$ cat src/rtl/calculation_unit_scheduler.sv
// In-order issue controller: ADD/SUB/MUL stream through a fixed-latency pipe, DIV/SQRT run
// one at a time on the shared iterative engine; results leave in acceptance order.
package calculation;
  typedef enum logic [2:0] {
    ADD  = 3'd0,
    SUB  = 3'd1,
    MUL  = 3'd2,
    DIV  = 3'd3,
    SQRT = 3'd4
  } calculation_select;
endpackage

module calculation_unit_scheduler #(
  parameter int PIPE_LATENCY    = 3,
  parameter int DIV_ITERATIONS  = 25,
  parameter int SQRT_ITERATIONS = 25,
  parameter int TAG_WIDTH       = 4
) (
  input  logic                          clk,
  input  logic                          reset,
  input  logic                          flush,
  calculation_unit_scheduler_if.slave   bus
);
  import calculation::*;

  localparam int MAX_ITER = (DIV_ITERATIONS > SQRT_ITERATIONS) ? DIV_ITERATIONS : SQRT_ITERATIONS;
  localparam int CNT_W    = (MAX_ITER > 1) ? $clog2(MAX_ITER) : 1;

  typedef enum logic [1:0] {IDLE, ITERATE, FINISH} state_e;

  state_e               state_q, state_d;
  logic [CNT_W-1:0]     cnt_q, cnt_d;
  logic                 iter_sqrt_q;
  logic [TAG_WIDTH-1:0] iter_tag_q;

  logic [PIPE_LATENCY-1:0] pipe_vld_q, pipe_vld_d;
  calculation_select       pipe_sel_q [PIPE_LATENCY];
  logic [TAG_WIDTH-1:0]    pipe_tag_q [PIPE_LATENCY];

  calculation_select    op_sel;
  logic                 op_is_iter;
  logic                 pipe_busy;
  logic                 ready;
  logic                 accept;
  logic                 start;
  logic                 step;
  logic                 is_sqrt;
  logic                 out_pipe;
  logic                 out_fin;
  calculation_select    res_sel;
  logic [TAG_WIDTH-1:0] res_tag;

  // Encodings beyond SQRT fall back to ADD.
  always_comb begin
    op_sel = ADD;
    if (bus.op_select <= 3'(SQRT)) op_sel = calculation_select'(bus.op_select);
  end

  assign op_is_iter = (op_sel == DIV) || (op_sel == SQRT);
  assign pipe_busy  = |pipe_vld_q;

  // NOTE: every signal assigned in this block gets a default first, so no path leaves one
  // unassigned and no latch is inferred.
  always_comb begin
    state_d = state_q;
    cnt_d   = cnt_q;
    ready   = 1'b0;
    accept  = 1'b0;
    start   = 1'b0;
    step    = 1'b0;
    is_sqrt = 1'b0;
    case (state_q)
      IDLE: begin
        // Iterative ops wait for the pipe to drain so results stay ordered.
        ready  = !reset && !flush && !(op_is_iter && pipe_busy);
        accept = bus.op_valid && ready;
        if (accept && op_is_iter) begin
          start   = 1'b1;
          is_sqrt = (op_sel == SQRT);
          state_d = ITERATE;
          cnt_d   = (op_sel == SQRT) ? CNT_W'(SQRT_ITERATIONS - 1) : CNT_W'(DIV_ITERATIONS - 1);
        end
      end
      ITERATE: begin
        step    = 1'b1;
        is_sqrt = iter_sqrt_q;
        if (cnt_q == '0) state_d = FINISH;
        else             cnt_d   = cnt_q - CNT_W'(1);
      end
      FINISH:  state_d = IDLE;
      default: state_d = IDLE;
    endcase
    if (flush) state_d = IDLE;
  end

  always_comb begin
    pipe_vld_d = '0;
    if (!flush) begin
      pipe_vld_d[0] = accept && !op_is_iter;
      for (int i = 1; i < PIPE_LATENCY; i++) pipe_vld_d[i] = pipe_vld_q[i-1];
    end
  end

  // NOTE: sequential state uses non-blocking assignments so every register samples
  // pre-edge values regardless of statement order.
  always_ff @(posedge clk or posedge reset) begin
    if (reset) begin
      state_q     <= IDLE;
      cnt_q       <= '0;
      pipe_vld_q  <= '0;
      iter_sqrt_q <= 1'b0;
      iter_tag_q  <= '0;
    end else begin
      state_q    <= state_d;
      cnt_q      <= cnt_d;
      pipe_vld_q <= pipe_vld_d;
      if (start) begin
        iter_sqrt_q <= (op_sel == SQRT);
        iter_tag_q  <= bus.op_tag;
      end
    end
  end

  // NOTE: the pipe payload is left unreset; it is only observed through its valid bit,
  // which is reset.
  always_ff @(posedge clk) begin
    pipe_sel_q[0] <= op_sel;
    pipe_tag_q[0] <= bus.op_tag;
    for (int i = 1; i < PIPE_LATENCY; i++) begin
      pipe_sel_q[i] <= pipe_sel_q[i-1];
      pipe_tag_q[i] <= pipe_tag_q[i-1];
    end
  end

  // The pipe is always empty while the engine is in FINISH, so the two sources never overlap.
  assign out_pipe = pipe_vld_q[PIPE_LATENCY-1];
  assign out_fin  = (state_q == FINISH);

  always_comb begin
    res_sel = ADD;
    res_tag = '0;
    if (out_fin) begin
      res_sel = iter_sqrt_q ? SQRT : DIV;
      res_tag = iter_tag_q;
    end else if (out_pipe) begin
      res_sel = pipe_sel_q[PIPE_LATENCY-1];
      res_tag = pipe_tag_q[PIPE_LATENCY-1];
    end
  end

  assign bus.op_ready           = ready;
  assign bus.iter_start         = start;
  assign bus.iter_step          = step;
  assign bus.iter_is_sqrt       = is_sqrt;
  assign bus.busy               = pipe_busy || (state_q != IDLE);
  assign bus.result_valid       = out_fin || out_pipe;
  assign bus.calculation_select = res_sel;
  assign bus.result_tag         = res_tag;
endmodule

$ cat src/rtl/calculation_unit_scheduler_if.sv
// Issue/result bundle between a request source and calculation_unit_scheduler.
// Selects travel as raw 3-bit codes; the scheduler decodes them to calculation::calculation_select.
interface calculation_unit_scheduler_if #(
  parameter int TAG_WIDTH = 4
);
  logic                 op_valid;
  logic                 op_ready;
  logic [2:0]           op_select;
  logic [TAG_WIDTH-1:0] op_tag;
  logic                 iter_start;
  logic                 iter_is_sqrt;
  logic                 iter_step;
  logic                 busy;
  logic [2:0]           calculation_select;
  logic                 result_valid;
  logic [TAG_WIDTH-1:0] result_tag;

  modport master (
    output op_valid, op_select, op_tag,
    input  op_ready, iter_start, iter_is_sqrt, iter_step, busy,
    input  calculation_select, result_valid, result_tag
  );

  modport slave (
    input  op_valid, op_select, op_tag,
    output op_ready, iter_start, iter_is_sqrt, iter_step, busy,
    output calculation_select, result_valid, result_tag
  );
endinterface

$ cat src/flat_wrapper.sv
// flat-port wrapper written by rule: the top's interface ports become plain ports
module calculation_unit_scheduler_flat import calculation::*;
#(
  parameter int PIPE_LATENCY    = 3,
  parameter int DIV_ITERATIONS  = 25,
  parameter int SQRT_ITERATIONS = 25,
  parameter int TAG_WIDTH       = 4
)
  (clk, reset, flush, bus_op_valid, bus_op_select, bus_op_tag, bus_op_ready, bus_iter_start, bus_iter_is_sqrt, bus_iter_step, bus_busy, bus_calculation_select, bus_result_valid, bus_result_tag);
  calculation_unit_scheduler_if #(.TAG_WIDTH(TAG_WIDTH)) bus_i ();
  input  logic clk;
  input  logic reset;
  input  logic flush;
  input wire logic [$bits(bus_i.op_valid)-1:0] bus_op_valid;
  input wire logic [$bits(bus_i.op_select)-1:0] bus_op_select;
  input wire logic [$bits(bus_i.op_tag)-1:0] bus_op_tag;
  output wire logic [$bits(bus_i.op_ready)-1:0] bus_op_ready;
  output wire logic [$bits(bus_i.iter_start)-1:0] bus_iter_start;
  output wire logic [$bits(bus_i.iter_is_sqrt)-1:0] bus_iter_is_sqrt;
  output wire logic [$bits(bus_i.iter_step)-1:0] bus_iter_step;
  output wire logic [$bits(bus_i.busy)-1:0] bus_busy;
  output wire logic [$bits(bus_i.calculation_select)-1:0] bus_calculation_select;
  output wire logic [$bits(bus_i.result_valid)-1:0] bus_result_valid;
  output wire logic [$bits(bus_i.result_tag)-1:0] bus_result_tag;
  assign bus_i.op_valid = bus_op_valid;
  assign bus_i.op_select = bus_op_select;
  assign bus_i.op_tag = bus_op_tag;
  assign bus_op_ready = bus_i.op_ready;
  assign bus_iter_start = bus_i.iter_start;
  assign bus_iter_is_sqrt = bus_i.iter_is_sqrt;
  assign bus_iter_step = bus_i.iter_step;
  assign bus_busy = bus_i.busy;
  assign bus_calculation_select = bus_i.calculation_select;
  assign bus_result_valid = bus_i.result_valid;
  assign bus_result_tag = bus_i.result_tag;
  calculation_unit_scheduler #(.PIPE_LATENCY(PIPE_LATENCY), .DIV_ITERATIONS(DIV_ITERATIONS), .SQRT_ITERATIONS(SQRT_ITERATIONS), .TAG_WIDTH(TAG_WIDTH)) u_core (.clk(clk), .reset(reset), .flush(flush), .bus(bus_i));
endmodule
$ cat config.mk
export PLATFORM = sky130hd
export DESIGN_NAME = calculation_unit_scheduler_flat
export DESIGN_NICKNAME = d
export VERILOG_FILES = /design/src/rtl/calculation_unit_scheduler.sv /design/src/rtl/calculation_unit_scheduler_if.sv /design/src/flat_wrapper.sv
export SDC_FILE = /design/constraint.sdc
export NUM_CORES = 1
export LEC_CHECK = 0
export ABC_AREA = 1
export ABC_CLOCK_PERIOD_IN_PS = 3300
export CORE_UTILIZATION = 54
export CTS_CLUSTER_DIAMETER = 120
export DETAILED_ROUTE_END_ITERATION = 10
export PLACE_DENSITY = 0.91
export SLEW_MARGIN = 20
export SYNTH_ARGS = -nofsm -noshare
export SYNTH_HDL_FRONTEND = slang
export SYNTH_SLANG_ARGS = --single-unit
$ cat constraint.sdc
create_clock -name clk -period 3.3 [get_ports clk]
set_input_delay 0.33 -clock clk [delete_from_list [all_inputs] [get_ports clk]]
set_output_delay 0.33 -clock clk [all_outputs]
set_load 0.02 [all_outputs]
* After elaboration in Yosys (flattened, before gate mapping)
Memory sizes are Yosys's and may differ from the RTL's. Index checks and enable logic that the tools add are counted.
Word-level totals: logic and storage cells 58, register bits 15, input port bits 11, bits in writable memories 21, output and inout port bits 13, memories 2
Memory list:
- u_core.pipe_tag_q | depth 3, bits a word 4, rd ports 3, clocked after Yosys merged registers in 0, wr ports 3, line calculation_unit_scheduler.sv:38 | logic [TAG_WIDTH-1:0] pipe_tag_q [PIPE_LATENCY];
- u_core.pipe_sel_q | depth 3, bits a word 3, rd ports 3, clocked after Yosys merged registers in 0, wr ports 3, line calculation_unit_scheduler.sv:37 | calculation_select pipe_sel_q [PIPE_LATENCY];
Cells by class: magnitude comparators 1, reductions and logical operators 20, add/subtract/negate cells 1, eq/ne operators 8, multiplexer cells 21
Operators with widths (count):
- $mux W3 | 5
- $mux W5 | 2
- $pmux W5 S2 | 1
- $mux W4 | 2
- $logic_and A1 B1 Y1 | 6
- $mux W1 | 6
- $mux W2 | 3
- $ne A3 B2 Y1 const B | 2
- $logic_not A5 Y1 | 1
- $sub A5 B1 Y5 const B | 1
- $logic_not A1 Y1 | 4
- $pmux W2 S2 | 1
- $reduce_bool A2 Y1 | 2
- $eq A3 B2 Y1 const B | 1
- $eq A3 B3 Y1 const B | 1
- $le A3 B3 Y1 const B | 1
- $logic_or A1 B1 Y1 | 3
- $reduce_and A3 Y1 | 1
- $reduce_or A3 Y1 | 1
- $eq A2 B1 Y1 const B | 1
- $eq A2 B2 Y1 const B | 1
- $logic_not A2 Y1 | 1
- $ne A2 B1 Y1 const B | 1
- $ne A2 B2 Y1 const B | 1
- 2 further kinds | 2

* Depth between registers and ports, before layout
Gate-level depths: netlist (run 1).
depth after elaboration 12, depth in mapped cells 9, depth with buffers taken out 8

* Worst setup path before layout (run 1)
Ideal clock, no wire load.
path type register to output, from reg u_core.state_q[0], to out bus_result_tag[0], stages on the path, launching flop included 5, setup slack 1.729 ns, arrival 1.241 ns, buffers on the path 1, required time 2.970 ns, cells stage by stage dfrtp_1 -> nor2_1 -> inv_1 -> clkbuf_1 -> o21ai_0
On the way: word-level cells in the longest chain between the ends 2
RTL lines:
- from (decl) | line calculation_unit_scheduler.sv:31 | state_e state_q, state_d;
- from (signal assigned) | line calculation_unit_scheduler.sv:114 | state_q <= state_d;
- $eq A2 B2 Y1 | line calculation_unit_scheduler.sv:137 | assign out_fin = (state_q == FINISH);
- $mux W4 | line calculation_unit_scheduler.sv:142 | if (out_fin) begin
- to (decl) | line flat_wrapper.sv:24 | output wire logic [$bits(bus_i.result_tag)-1:0] bus_result_tag;
No other way between the ends.

* Final worst setup path (run 1)
from reg u_core.pipe_vld_q[2], to out bus_iter_is_sqrt
On the way: word-level cells in the longest chain between the ends 8
RTL lines:
- from (decl) | line calculation_unit_scheduler.sv:36 | logic [PIPE_LATENCY-1:0] pipe_vld_q, pipe_vld_d;
- from (signal assigned) | line calculation_unit_scheduler.sv:116 | pipe_vld_q <= pipe_vld_d;
- $reduce_or A3 Y1 | line calculation_unit_scheduler.sv:60 | assign pipe_busy = |pipe_vld_q;
- $logic_and A1 B1 Y1 | line calculation_unit_scheduler.sv:75 | ready = !reset && !flush && !(op_is_iter && pipe_busy);
- $logic_not A1 Y1 | line calculation_unit_scheduler.sv:75
- $logic_and A1 B1 Y1 | line calculation_unit_scheduler.sv:75
- $logic_and A1 B1 Y1 | line calculation_unit_scheduler.sv:76 | accept = bus.op_valid && ready;
- $logic_and A1 B1 Y1 | line calculation_unit_scheduler.sv:77 | if (accept && op_is_iter) begin
- $mux W1 | line calculation_unit_scheduler.sv:77
- $pmux W1 S2 | line calculation_unit_scheduler.sv:72 | case (state_q)
- to (decl) | line flat_wrapper.sv:19 | output wire logic [$bits(bus_i.iter_is_sqrt)-1:0] bus_iter_is_sqrt;
No other way between the ends.

==> results of run 1 <==
-- layout make-up --
| type | count | area, sq um |
|---|---|---|
| flip-flops and latches | 36 | 796 |
| fillers | 183 | 626 |
| inverters | 22 | 85.1 |
| repair buffers | 23 | 230 |
| clock buffers | 8 | 68.8 |
| multi-input cells | 83 | 457 |
| well taps | 28 | 35.0 |
-- per-stage QoR --
| stage | utilization, % | cell area [sq um] |
|---|---|---|
| finish | 72.8 | 1670 |
| global route | 72.8 | 1670 |
| CTS | 72.8 | 1670 |
| detailed placement | 69.8 | 1600 |
| global placement | 69.8 | 1600 |
| floorplan | - | 1370 |
-- worst max-delay path, cell delays in order, from the launching register on --
cell and delay (ns):
sky130_fd_sc_hd__dfrtp_1 0.53, sky130_fd_sc_hd__inv_4 0.12, sky130_fd_sc_hd__nand2_4 0.06, sky130_fd_sc_hd__nor2_4 0.11
sky130_fd_sc_hd__nand4_4 0.13, sky130_fd_sc_hd__nor2_4 0.29, sky130_fd_sc_hd__nand2_1 0.12, sky130_fd_sc_hd__o21ai_0 0.12
sky130_fd_sc_hd__clkdlybuf4s50_1 0.64
-- worst max-delay path by stage --
stage	startpoint	endpoint	slack (ns)
6_report	u_core.pipe_vld_q[2]	bus_iter_is_sqrt	0.50
5_1_grt	u_core.pipe_vld_q[2]	bus_iter_is_sqrt	0.38
4_1_cts	u_core.pipe_vld_q[2]	bus_iter_is_sqrt	0.49
3_5_place_dp	bus_op_select[0]	bus_iter_is_sqrt	0.54
3_3_place_gp	bus_op_select[0]	bus_iter_is_sqrt	0.68
2_1_floorplan	u_core.state_q[0]	bus_result_tag[0]	1.73
-- registers in the layout (all words and copies together) (netlist names) --
| register | flops |
|---|---|
| u_core.pipe_sel_q | 9 |
| u_core.state_q | 2 |
| u_core.cnt_q | 5 |
| u_core.iter_sqrt_q | 1 |
| u_core.pipe_vld_q | 3 |
| u_core.pipe_tag_q | 12 |
| u_core.iter_tag_q | 4 |
-- where the power goes --
part | total (W) | switching [W] | leakage [nW] | internal (W)
clock | 0.000266 | 0.000140 | 0.0386 | 0.000125
sequential | 0.000510 | 0.0000243 | 0.364 | 0.000486
combinational | 0.000115 | 0.0000645 | 0.390 | 0.0000503
total | 0.000891 | 0.000229 | 0.793 | 0.000662
-- layer usage --
layer / up-vias / wire length [um] / part of all wire (%)
met1: 469 / 1000 / 39
met2: 34 / 1340 / 52
met5: - / 0 / 0
met4: 0 / 85 / 3.3
met3: 8 / 141 / 5.5
li1: 501 / - / -
-- logic make-up after synthesis --
family / Yosys count / share of synthesized area (%)
compound gates: 14 / 6.13
xor+xnor: 3 / 1.92
fa+ha+maj: 2 / 1.83
buf+inv: 25 / 8.42
flops: 36 / 58.2
simple gates: 64 / 23.5
-- cells in the mapped netlist (2+ instances only) --
| master | count |
|---|---|
| sky130_fd_sc_hd__o21ai_0 | 9 |
| sky130_fd_sc_hd__nand2_1 | 22 |
| sky130_fd_sc_hd__dfrtp_1 | 15 |
| sky130_fd_sc_hd__xor2_1 | 3 |
| sky130_fd_sc_hd__inv_1 | 21 |
| sky130_fd_sc_hd__nor2_1 | 16 |
| sky130_fd_sc_hd__nor2_4 | 3 |
| sky130_fd_sc_hd__nand3_1 | 14 |
| sky130_fd_sc_hd__nand2_2 | 4 |
| sky130_fd_sc_hd__dfxtp_1 | 21 |
| sky130_fd_sc_hd__ha_1 | 2 |
| sky130_fd_sc_hd__o21ai_2 | 3 |
==> flow_results.org, run 1 <==
** Placement
- Port-buffer cells :: 23
- The HPWL after detailed placement is 1900 um.
- Before CTS, the worst setup slack after placement is 0.543 ns.
- Final estimated routing congestion in global placement :: 0.862
- Cell count after placement :: 192

** Setup path
- In this run the worst path has a maximum fanout of 12.
- Worst reg2reg startpoint :: u_core.pipe_vld_q[2]
- Worst endpoint data arrival time :: 2.47 ns
- Endpoint class of the critical path :: output port
- Required time of the critical path :: 2.97 ns
- STA classifies the critical path startpoint as a register.
- Reg-to-reg slack, setup :: 1.76 ns
- The critical path in this run is classified as register to output port.
- In this run the critical register-to-register path is captured at u_core.iter_sqrt_q.
- Counting cells, the worst reg-to-reg path comes to 7.

** Yosys
- Ranked by total cell area, the synthesized netlist is headed by sky130_fd_sc_hd__dfxtp_1 (31%), sky130_fd_sc_hd__dfrtp_1 (27%), sky130_fd_sc_hd__nand2_1 (6.0%), sky130_fd_sc_hd__inv_1 (5.8%), sky130_fd_sc_hd__nand3_1 (5.1%).
- Each instance of the synthesized netlist takes up on average 9.50 sq um.
- When the netlist entered floorplanning its net count stood at 157.
- Post-synthesis instance total :: 144
- During synthesis, Yosys emitted a total of 0 warnings.
- For this run, the register share of the synthesized area comes to 58.2%.
- The synthesized design contains 0 enable-type register cells.
- Proportion of netlist area held by the largest area contributor :: 30.7%
- After synthesis the cells add up to 1370 sq um.
- Counting flops with an async set or reset pin after synthesis yields a share of 41.7%.
- Most frequently used flop master after synthesis :: sky130_fd_sc_hd__dfxtp_1
- Of all cell types, the one taking the most synthesized area is sky130_fd_sc_hd__dfxtp_1.
- The number of different library cells used by synthesis comes to 23.
- Synthesized flop and latch total :: 36

** Layout
- The library cell used most frequently in the layout, excluding fill and tap cells, is sky130_fd_sc_hd__clkdlybuf4s50_1.
- Compared with the post-synthesis result, the final layout area differs by 22.2%.
- Share of final-layout standard cells stronger than drive strength 1 :: 12.2%
- Final cell count without fillers :: 200
- In the final design database the tool counted 184 nets.
- Leaving out fill and tap cells, the most frequent cells in the layout are sky130_fd_sc_hd__clkdlybuf4s50_1 (23), sky130_fd_sc_hd__nand2_1 (22), sky130_fd_sc_hd__inv_1 (21), sky130_fd_sc_hd__dfxtp_1 (21), sky130_fd_sc_hd__nor2_1 (16).
- The number of antenna diodes in the final layout is 0.

** GRT
- Global routing consumed, on the met2 layer, 38.6% of the routing resources.
- Most crowded layer after global routing :: met2
- Number of antenna violations at the first check in global routing :: 0
- Entering global routing, the biggest net connects 16 pins.
- Number of global-route vias before repair :: 1,055
- In the global route stage, met1 resource usage came out at 22.8%.
- For this run the aggregate overflow at the end of global routing stands at 0.
- Total track usage :: 22.5%
- The first global-routing pass estimated 4160 um of wire.
- Met3 layer usage reported by global route :: 6.09%

** Status
- The flow ran to the end, and the final reports show no timing, DRC or antenna violations.

** Clock network
- Total number of H-tree levels :: 2
- Library cell used as clock root buffer :: sky130_fd_sc_hd__clkbuf_4
- In this run, CTS created clock tree buffers numbering 5.
- Counting along the longest clock path gives a buffer depth of 2.
- For this design, the CTS-stage hold fixing added 0 buffers.
- In this run, post-CTS repair resized a total of 0 instances.
- Worst-skew pair later-pin latency :: 0.35 ns
- TritonCTS built the clock tree.
- Count of clock tree sinks :: 36
- Clock-pin slew was measured on the worst setup and hold paths at 0.10 ns.
- Post-CTS setup buffers :: 0

** Min path
- Min-delay worst type :: register to register
- Hold-critical path depth :: 0
- Endpoint of the worst hold-timing path :: u_core.pipe_sel_q[0][7]
- The worst hold path begins at u_core.pipe_sel_q[0][4].

** Routing
- The detail route stage leaves a number of antenna-violating nets equal to 0.
- In the routed layout, each cell is associated on average with a via count of 5.06.
- DRC viols :: 0
- Summing over every cut layer, the via total after detailed routing is 1,012.
- Initial drt markers :: 21
- The first detailed-routing pass took 4 iterations.
- Final Routed Wirelength :: 2570 um
- Routed WL per cell :: 12.8 um

** Floorplan
- The floorplan step defined a die boundary enclosing 2740 sq um.
- Die outline width :: 52.3 um
- Overall die height :: 52.3 um
- After floorplanning, the core was divided into 17 placement rows.
- Starting density of the core :: 59.5%
- Boundary pin count :: 24
- The region available for standard cell placement spans 2300 sq um.

** Power and ir drop
- The completed layout was analyzed and its total power is 0.000891 W.
- The worst-case IR drop observed on VDD is 0.000402 V.
- Leakage power :: 0.793 nW
- Power density relative to cell area :: 533 nW/um^2

** Timing
- The number of hold violations in the final report was 0.
- Final count of negative-setup-slack endpoints :: 0
- In the final timing run, aggregate negative setup slack is 0 ns.
- Number of slew-limit violations in the final report :: 0
- The worst path uses 85.0% of the clock period.
- Slew at the pin closest to its max-slew limit :: 0.564 ns
- The routed design could run at a clock period as short as 2.80 ns.
- Worst Hold Slack :: 0.336 ns
- Fin Clk Skew :: 0.00920 ns
- In this run the tightest slew margin relative to its limit is 62.3%.
- Setup repair after global routing missed its margin :: no
- Top achievable clock speed :: 0.357 GHz
- The worst path meets setup with 0.496 ns of slack.

** Run
- Max Cap Violations :: 0
(Power assumes the default switching activity.)
==> run 2: changes to the inputs <==
Settings changed: ABC_CLOCK_PERIOD_IN_PS 3300 to 2600, CORE_UTILIZATION 54 to 50, PLACE_DENSITY 0.91 to 0.86.
Clock period 3.3 ns to 2.6 ns, I/O delays scaled along.
==> flow_results.org, run 2 (synthesis results as in run 1) <==
** Clock network
- Hold-fix buffers at CTS :: 0 (unchanged)
- Clock-pin slew reported for the worst setup and hold paths after clock tree synthesis :: 0.11 ns (about the same)
- TritonCTS buffer count :: 5 (unchanged)
- TritonCTS built the clock tree.
- Count of clock tree sinks :: 36 (unchanged)
- Total number of H-tree levels :: 2 (unchanged)
- The number of buffers inserted to repair setup after CTS was 0 (unchanged).
- The largest buffer count on any clock path is 2 (unchanged).
- The total of cells resized after clock tree synthesis is 0 (unchanged).
- CTS placed an instance of sky130_fd_sc_hd__clkbuf_4 at the clock tree root.
- Worst-skew pair later-pin latency :: 0.34 ns (about the same)

** GRT
- The maximum number of pins on one net before global-route repair was 16 (unchanged).
- The number of antenna violations at the first check in global routing came to 0 (unchanged).
- The overall track demand over capacity in global routing came to 21.7% (-0.85 points).
- Number of global-route vias before repair :: 1,013 (-4.0%)
- The total congestion overflow is 0 (unchanged).
- The global-route wire length before repair was 4240 um (+2.0%).

** Routing
- Initial drt markers :: 16 (-24%)
- Number of vias per cell :: 4.85 (-4.1%)
- The via count is 985 (-2.7%).
- Routed WL per cell :: 12.6 um (-2.1%)
- DRC viols :: 0 (unchanged)
- Pre-Repair DR Iteration Count :: 4 (unchanged)
- Count of nets left with antenna violations after detail routing :: 0 (unchanged)
- Final Routed Wirelength :: 2550 um (-0.66%)

** Power and ir drop
- Share of total power consumed by net switching :: 24.9% (-0.85 points)
- Worst IR Drop VDD :: 0.000476 V (+18%)
- Net switching power :: 0.000292 W (+28%)
- Combinational share of power :: 12.5% (-0.4 points)
- The sequential share of power came to 55.2% (-2.1 points).
- The reported leakage power is 0.802 nW (+1.1%).
- The power density relative to cell area came to 696 nW/um^2 (+31%).
- Total power draw :: 0.00118 W (+32%)
- The internal power consumption was 0.000883 W (+33%).
- The clock network power share was 32.4% (+2.6 points).

** Placement
- The number of buffer cells added on primary ports was 23 (unchanged).
- Detailed Place HPWL :: 1860 um (-2.1%)
- The placer's final routability congestion estimate came to 0.842 (-2.2%).
- Area post-placement :: 1610 sq um (+0.62%)

** Timing
- Setup repair after global routing left no endpoint under its margin.
- Share of the clock period used by the worst path after layout :: 93.7%
- Top achievable clock speed :: 0.411 GHz
- Fin Clk Skew :: 0.0127 ns (+0.00354 ns)
- Headroom to the max-slew limit :: 60.2% (-2.1 points)
- The count of pins over their slew limit was 0 (unchanged).
- Setup tns final :: 0 ns (unchanged)
- The pin slew with the least headroom to its limit was 0.596 ns (+0.0314 ns).
- The final setup violation count was 0 (unchanged).
- Number of hold violations in the final report :: 0 (unchanged)
- The smallest clock period supported by the final layout is computed as 2.44 ns.

** Layout
- Share of final-layout standard cells stronger than drive strength 1 :: 12.7% (+0.51 points)
- The area growth from synthesis to layout is 23.5%.
- Number of flip-flops under the largest register name :: 12 (unchanged)
- Commonest cells after routing, fill and taps aside :: sky130_fd_sc_hd__clkdlybuf4s50_1 (23), sky130_fd_sc_hd__nand2_1 (22), sky130_fd_sc_hd__inv_1 (21), sky130_fd_sc_hd__dfxtp_1 (21), sky130_fd_sc_hd__nor2_1 (16)
- Final instance area :: 1690 sq um (+1.0%)
- u_core.pipe_tag_q holds more flip-flops than any other register.
- The library cell used most frequently in the layout, excluding fill and tap cells, is sky130_fd_sc_hd__clkdlybuf4s50_1.
- Registers with the most flip-flops :: u_core.pipe_tag_q x12, u_core.pipe_sel_q x9, u_core.cnt_q x5
- Total Nets Final :: 185 (+0.54%)
- The antenna diode count came to 0 (unchanged).

** Floorplan
- Core footprint :: 2520 sq um (+9.8%)
- The die span in x came to 54.3 um (+3.8%).
- The placement row count is 18 (+1).
- Starting density of the core :: 54.2% (-5.3 points)
- DIE AREA :: 2950 sq um (+7.7%)
- The vertical extent of the die came to 54.3 um (+3.8%).
- The count of boundary I/O pins is 24 (unchanged).

** Setup path
- The endpoint identified for the worst register-to-register timing path is u_core.iter_sqrt_q.
- CP max FO :: 8 (-4)
- The data arrival at the endpoint of the critical path was 2.18 ns (-0.29 ns).
- Crit path capture :: bus_iter_is_sqrt
- The worst setup path is launched from a register.
- The worst setup path is captured at an output port.
- Crit path kind :: register to output port
- The number of cells traversed by the worst register-to-register path was 7 (unchanged).
- The register-to-register setup slack was 1.11 ns (-0.65 ns).
- Tracing the worst setup path back leads to its startpoint at u_core.pipe_vld_q[2].
- The startpoint identified for the worst register-to-register timing path is u_core.pipe_vld_q[2].
- The data required time at the worst endpoint is 2.34 ns (-0.63 ns).

** Min path
- Hold-critical path depth :: 0 (unchanged)
- Min-delay worst type :: register to register

** Status
- Status :: complete, no violations

** Run
- Max Cap Violations :: 0 (unchanged)
[run 2: cell count changes in the layout (fill, tap and decap cells not counted)]
cell and delta:
sky130_fd_sc_hd__bufinv_16 +1, sky130_fd_sc_hd__clkbuf_8 -2, sky130_fd_sc_hd__clkinv_2 +1, sky130_fd_sc_hd__buf_4 +1
[run 2: routing by layer]
metal | vias up | part of all wire [%] | track usage, %
met5 | - | 0 | 0
met4 | 0 | 2.7 | 12.8
met3 | 6 | 4.9 | 7.78
met2 | 25 | 51 | 38.2
met1 | 451 | 41 | 21.7
li1 | 503 | - | -
[run 2: per-stage QoR]
stage               setup slack, ns  hold slack [ns]  util (%)  std cells
detailed placement            0.240            0.314      63.9        195
finish                        0.164            0.325      67.0        203
global placement              0.327            0.311      63.9        195
global route                 0.0495            0.343      67.0        203
floorplan                      1.10            0.161         -        144
CTS                           0.139            0.331      67.0        203
[run 2: critical path, cell delays in order (launching register included)]
cell                              delay (ns)
sky130_fd_sc_hd__dfrtp_1                0.51
sky130_fd_sc_hd__inv_4                  0.12
sky130_fd_sc_hd__nand2_4                0.05
sky130_fd_sc_hd__nor2_4                 0.11
sky130_fd_sc_hd__nand4_4                0.13
sky130_fd_sc_hd__nor2_4                 0.13
sky130_fd_sc_hd__nand2_1                0.09
sky130_fd_sc_hd__o21ai_0                0.08
sky130_fd_sc_hd__clkdlybuf4s50_1        0.62
[run 2: cell type report]
type | count | area [sq um]
fillers | 198 | 833
flip-flops and latches | 36 | 796
clock inverters | 2 | 35.0
inverters | 22 | 85.1
multi-input cells | 83 | 457
repair buffers | 24 | 238
well taps | 30 | 37.5
clock buffers | 6 | 41.3
[run 2: worst min path at each step]
stage / start / endpoint / slack, ns
after floorplan: reset / u_core.cnt_q[0] / 0.16
after global placement: u_core.pipe_sel_q[0][0] / u_core.pipe_sel_q[0][3] / 0.31
after detailed placement: u_core.pipe_tag_q[0][1] / u_core.pipe_tag_q[0][5] / 0.31
after CTS: u_core.pipe_sel_q[0][3] / u_core.pipe_sel_q[0][6] / 0.33
after global routing: u_core.pipe_sel_q[0][3] / u_core.pipe_sel_q[0][6] / 0.34
final: u_core.pipe_sel_q[0][3] / u_core.pipe_sel_q[0][6] / 0.32
[run 2: power groups by stage]
stage          combinational, W  sequential, W  clock, W
3_3_place_gp           0.000138       0.000656         0
2_1_floorplan         0.0000992       0.000649         0
4_1_cts                0.000148       0.000649  0.000397
5_1_grt                0.000168       0.000654  0.000414
6_report               0.000147       0.000648  0.000380
3_5_place_dp           0.000146       0.000659         0
==> run 3: changes to the inputs <==
Settings changed: CTS_CLUSTER_DIAMETER 120 to unset, PLACE_DENSITY 0.86 to 0.76.
==> flow_results.org, run 3 (synthesis results as in run 1) <==
** Clock network
- The largest buffer count on any clock path was 2 (unchanged).
- Clock-pin slew reported for the worst setup and hold paths after clock tree synthesis :: 0.11 ns (about the same)
- The total of cells resized after clock tree synthesis came to 0 (unchanged).
- The number of buffers inserted to repair setup after CTS was 0 (unchanged).
- The clock buffer count from CTS was 5 (unchanged).
- TritonCTS built the clock tree.
- The hold-fix buffer count after cts came to 0 (unchanged).
- Library cell used as clock root buffer :: sky130_fd_sc_hd__clkbuf_4
- Worst-skew pair later-pin latency :: 0.35 ns (about the same)
- Count of clock tree sinks :: 36 (unchanged)
- Total number of H-tree levels :: 2 (unchanged)

** Placement
- Port-buffer cells :: 23 (unchanged)
- Detailed Place HPWL :: 1740 um (-6.4%)
- Final estimated routing congestion in global placement :: 0.765 (-9.1%)

** Setup path
- Required time of the critical path :: 2.34 ns (about the same)
- Crit path kind :: register to output port
- The data arrival at the endpoint of the critical path was 2.20 ns (+0.02 ns).
- The worst setup path is launched from a register.
- Endpoint class of the critical path :: output port
- The maximum fanout encountered on the critical timing path was 8 (unchanged).

** Timing
- Setup tns final :: 0 ns (unchanged)
- The worst hold slack after final layout came to 0.336 ns (+0.0111 ns).
- The number of hold violations in the final report was 0 (unchanged).
- Final count of negative-setup-slack endpoints :: 0 (unchanged)
- The post-route clock period utilization was 94.5% (+0.78 points).
- The pin slew with the least headroom to its limit is 0.590 ns (-0.00570 ns).
- Final critical path time including I/O delays and setup :: 2.46 ns (+0.0202 ns)
- Fin Clk Skew :: 0.00872 ns (-0.00403 ns)
- The count of pins over their slew limit was 0 (unchanged).
- Headroom to the max-slew limit :: 60.6% (+0.38 points)
- Setup repair after global routing missed its margin :: no
- Top achievable clock speed :: 0.407 GHz (-0.82%)

** Floorplan
- The placement row count came to 18 (unchanged).
- Boundary pin count :: 24 (unchanged)
- The die span in x was 54.3 um (unchanged).
- The effective utilization at floorplan is 54.2% (unchanged).
- Overall die height :: 54.3 um (unchanged)
- Core footprint :: 2520 sq um (unchanged)
- The area enclosed by the die boundary came to 2950 sq um (unchanged).

** Power and ir drop
- Worst IR Drop VDD :: 0.000641 V (+35%)
- The reported leakage power is 0.823 nW (+2.7%).
- The clock network power share was 41.1% (+8.7 points).
- Internal power contribution :: 0.00104 W (+18%)
- Share of total power consumed by net switching :: 22.7% (-2.2 points)
- Combinational share of power :: 10.8% (-1.7 points)
- The power density relative to cell area was 774 nW/um^2 (+11%).
- The sequential share of power is 48.2% (-7.0 points).
- Net switching power :: 0.000304 W (+4.2%)

** Layout
- The number of inserted filler cells in the final layout is 217 (+9.6%).
- Number of inserted diodes :: 0 (unchanged)
- Commonest cells after routing, fill and taps aside :: sky130_fd_sc_hd__clkdlybuf4s50_1 (23), sky130_fd_sc_hd__nand2_1 (22), sky130_fd_sc_hd__inv_1 (21), sky130_fd_sc_hd__dfxtp_1 (21), sky130_fd_sc_hd__nor2_1 (16)
- Synthesis-to-finish area growth :: 26.9%
- Counting flops per register, the top entry is u_core.pipe_tag_q.
- Leaving out fill and tap cells, the most frequent cell in the layout is sky130_fd_sc_hd__clkdlybuf4s50_1.
- Share of final-layout standard cells stronger than drive strength 1 :: 13.3% (+0.58 points)
- The largest registers in the layout are u_core.pipe_tag_q x12, u_core.pipe_sel_q x9, u_core.cnt_q x5.
- Area used by multi-input combinational logic :: 457 sq um (unchanged)
- Number of flip-flops under the largest register name :: 12 (unchanged)
- Total Nets Final :: 185 (unchanged)
- The area used by sequential logic in the layout is 796 sq um (unchanged).

** GRT
- The overall track demand over capacity in global routing came to 19.8% (-1.9 points).
- Number of antenna violations at the first check in global routing :: 0 (unchanged)
- Sum of overflow across all layers after global routing :: 0 (unchanged)
- Wire length of the first global-routing pass :: 3830 um (-9.8%)
- Number of global-route vias before repair :: 896 (-12%)
- The maximum number of pins on one net before global-route repair came to 16 (unchanged).

** Routing
- The routed wire length per instance was 12.0 um (-4.7%).
- The via-per-instance ratio came to 4.92 (+1.3%).
- Pre-Repair DR Iteration Count :: 4 (unchanged)
- DRC viols :: 0 (unchanged)
- The initial DRC count was 20 (+4).
- Count of vias placed by the detailed router :: 998 (+1.3%)
- The post-detailed-route count of antenna-violating nets is 0 (unchanged).
- The aggregate routed wire length is 2430 um (-4.7%).

** Status
- The flow ran to the end, and the final reports show no timing, DRC or antenna violations.

** Min path
- Min-delay worst type :: primary input to asynchronous set/reset pin

** Run
- Max Cap Violations :: 0 (unchanged)
run 3: worst paths after layout:
check                                   startpoint                       to  slack [ns]  depth (start not counted)
max in group asynchronous                    reset     u_core.iter_tag_q[1]        1.87                          2
min in group clk           u_core.pipe_tag_q[0][5]  u_core.pipe_tag_q[0][9]        0.34                          0
min reg2reg                u_core.pipe_tag_q[0][5]  u_core.pipe_tag_q[0][9]        0.34                          0
min                                          reset        u_core.state_q[1]        0.34                          2
max                           u_core.pipe_vld_q[2]         bus_iter_is_sqrt        0.14                          8
max reg2reg                   u_core.pipe_vld_q[2]       u_core.iter_sqrt_q        1.15                          7
run 3: cell type report:
class	instances	share of cell area, %
Sequential cell	36	45.9
Multi-Input combinational cell	83	26.3
Timing Repair Buffer	24	13.7
Inverter	22	4.90
Clock buffer	6	3.60
Clock inverter	2	3.46
Tap cell	30	2.16
run 3: layer usage:
metal | vias up | GRT usage [%] | part of all wire, %
met4 | 0 | 12.8 | 2.0
met3 | 7 | 9.44 | 6.5
li1 | 503 | - | -
met2 | 29 | 29.5 | 47
met5 | - | 0 | 0
met1 | 459 | 22.6 | 45
run 3: power by group through the flow:
stage / Combinational (W) / Clock, W / Sequential, W
2_1_floorplan: 0.0000992 / 0 / 0.000649
3_3_place_gp: 0.000137 / 0 / 0.000656
3_5_place_dp: 0.000146 / 0 / 0.000656
4_1_cts: 0.000146 / 0.000557 / 0.000646
5_1_grt: 0.000166 / 0.000579 / 0.000654
6_report: 0.000145 / 0.000552 / 0.000647
run 3: through the flow:
stage	cell area, sq um	setup slack (ns)	util [%]	instances	total power (W)
2_1_floorplan	1370	1.10	-	144	0.000749
3_3_place_gp	1610	0.331	63.9	195	0.000793
3_5_place_dp	1610	0.268	63.9	195	0.000802
4_1_cts	1740	0.109	68.8	203	0.00135
5_1_grt	1740	0.0104	68.8	203	0.00140
6_report	1740	0.144	68.8	203	0.00134
run 3: worst max-delay path: stages, from the launching register on:
cell and delay [ns]:
sky130_fd_sc_hd__dfrtp_1 0.51, sky130_fd_sc_hd__inv_4 0.11, sky130_fd_sc_hd__nand2_4 0.05, sky130_fd_sc_hd__nor2_4 0.12, sky130_fd_sc_hd__nand4_4 0.14, sky130_fd_sc_hd__nor2_4 0.12, sky130_fd_sc_hd__nand2_1 0.07, sky130_fd_sc_hd__o21ai_0 0.09
sky130_fd_sc_hd__clkdlybuf4s50_1 0.64
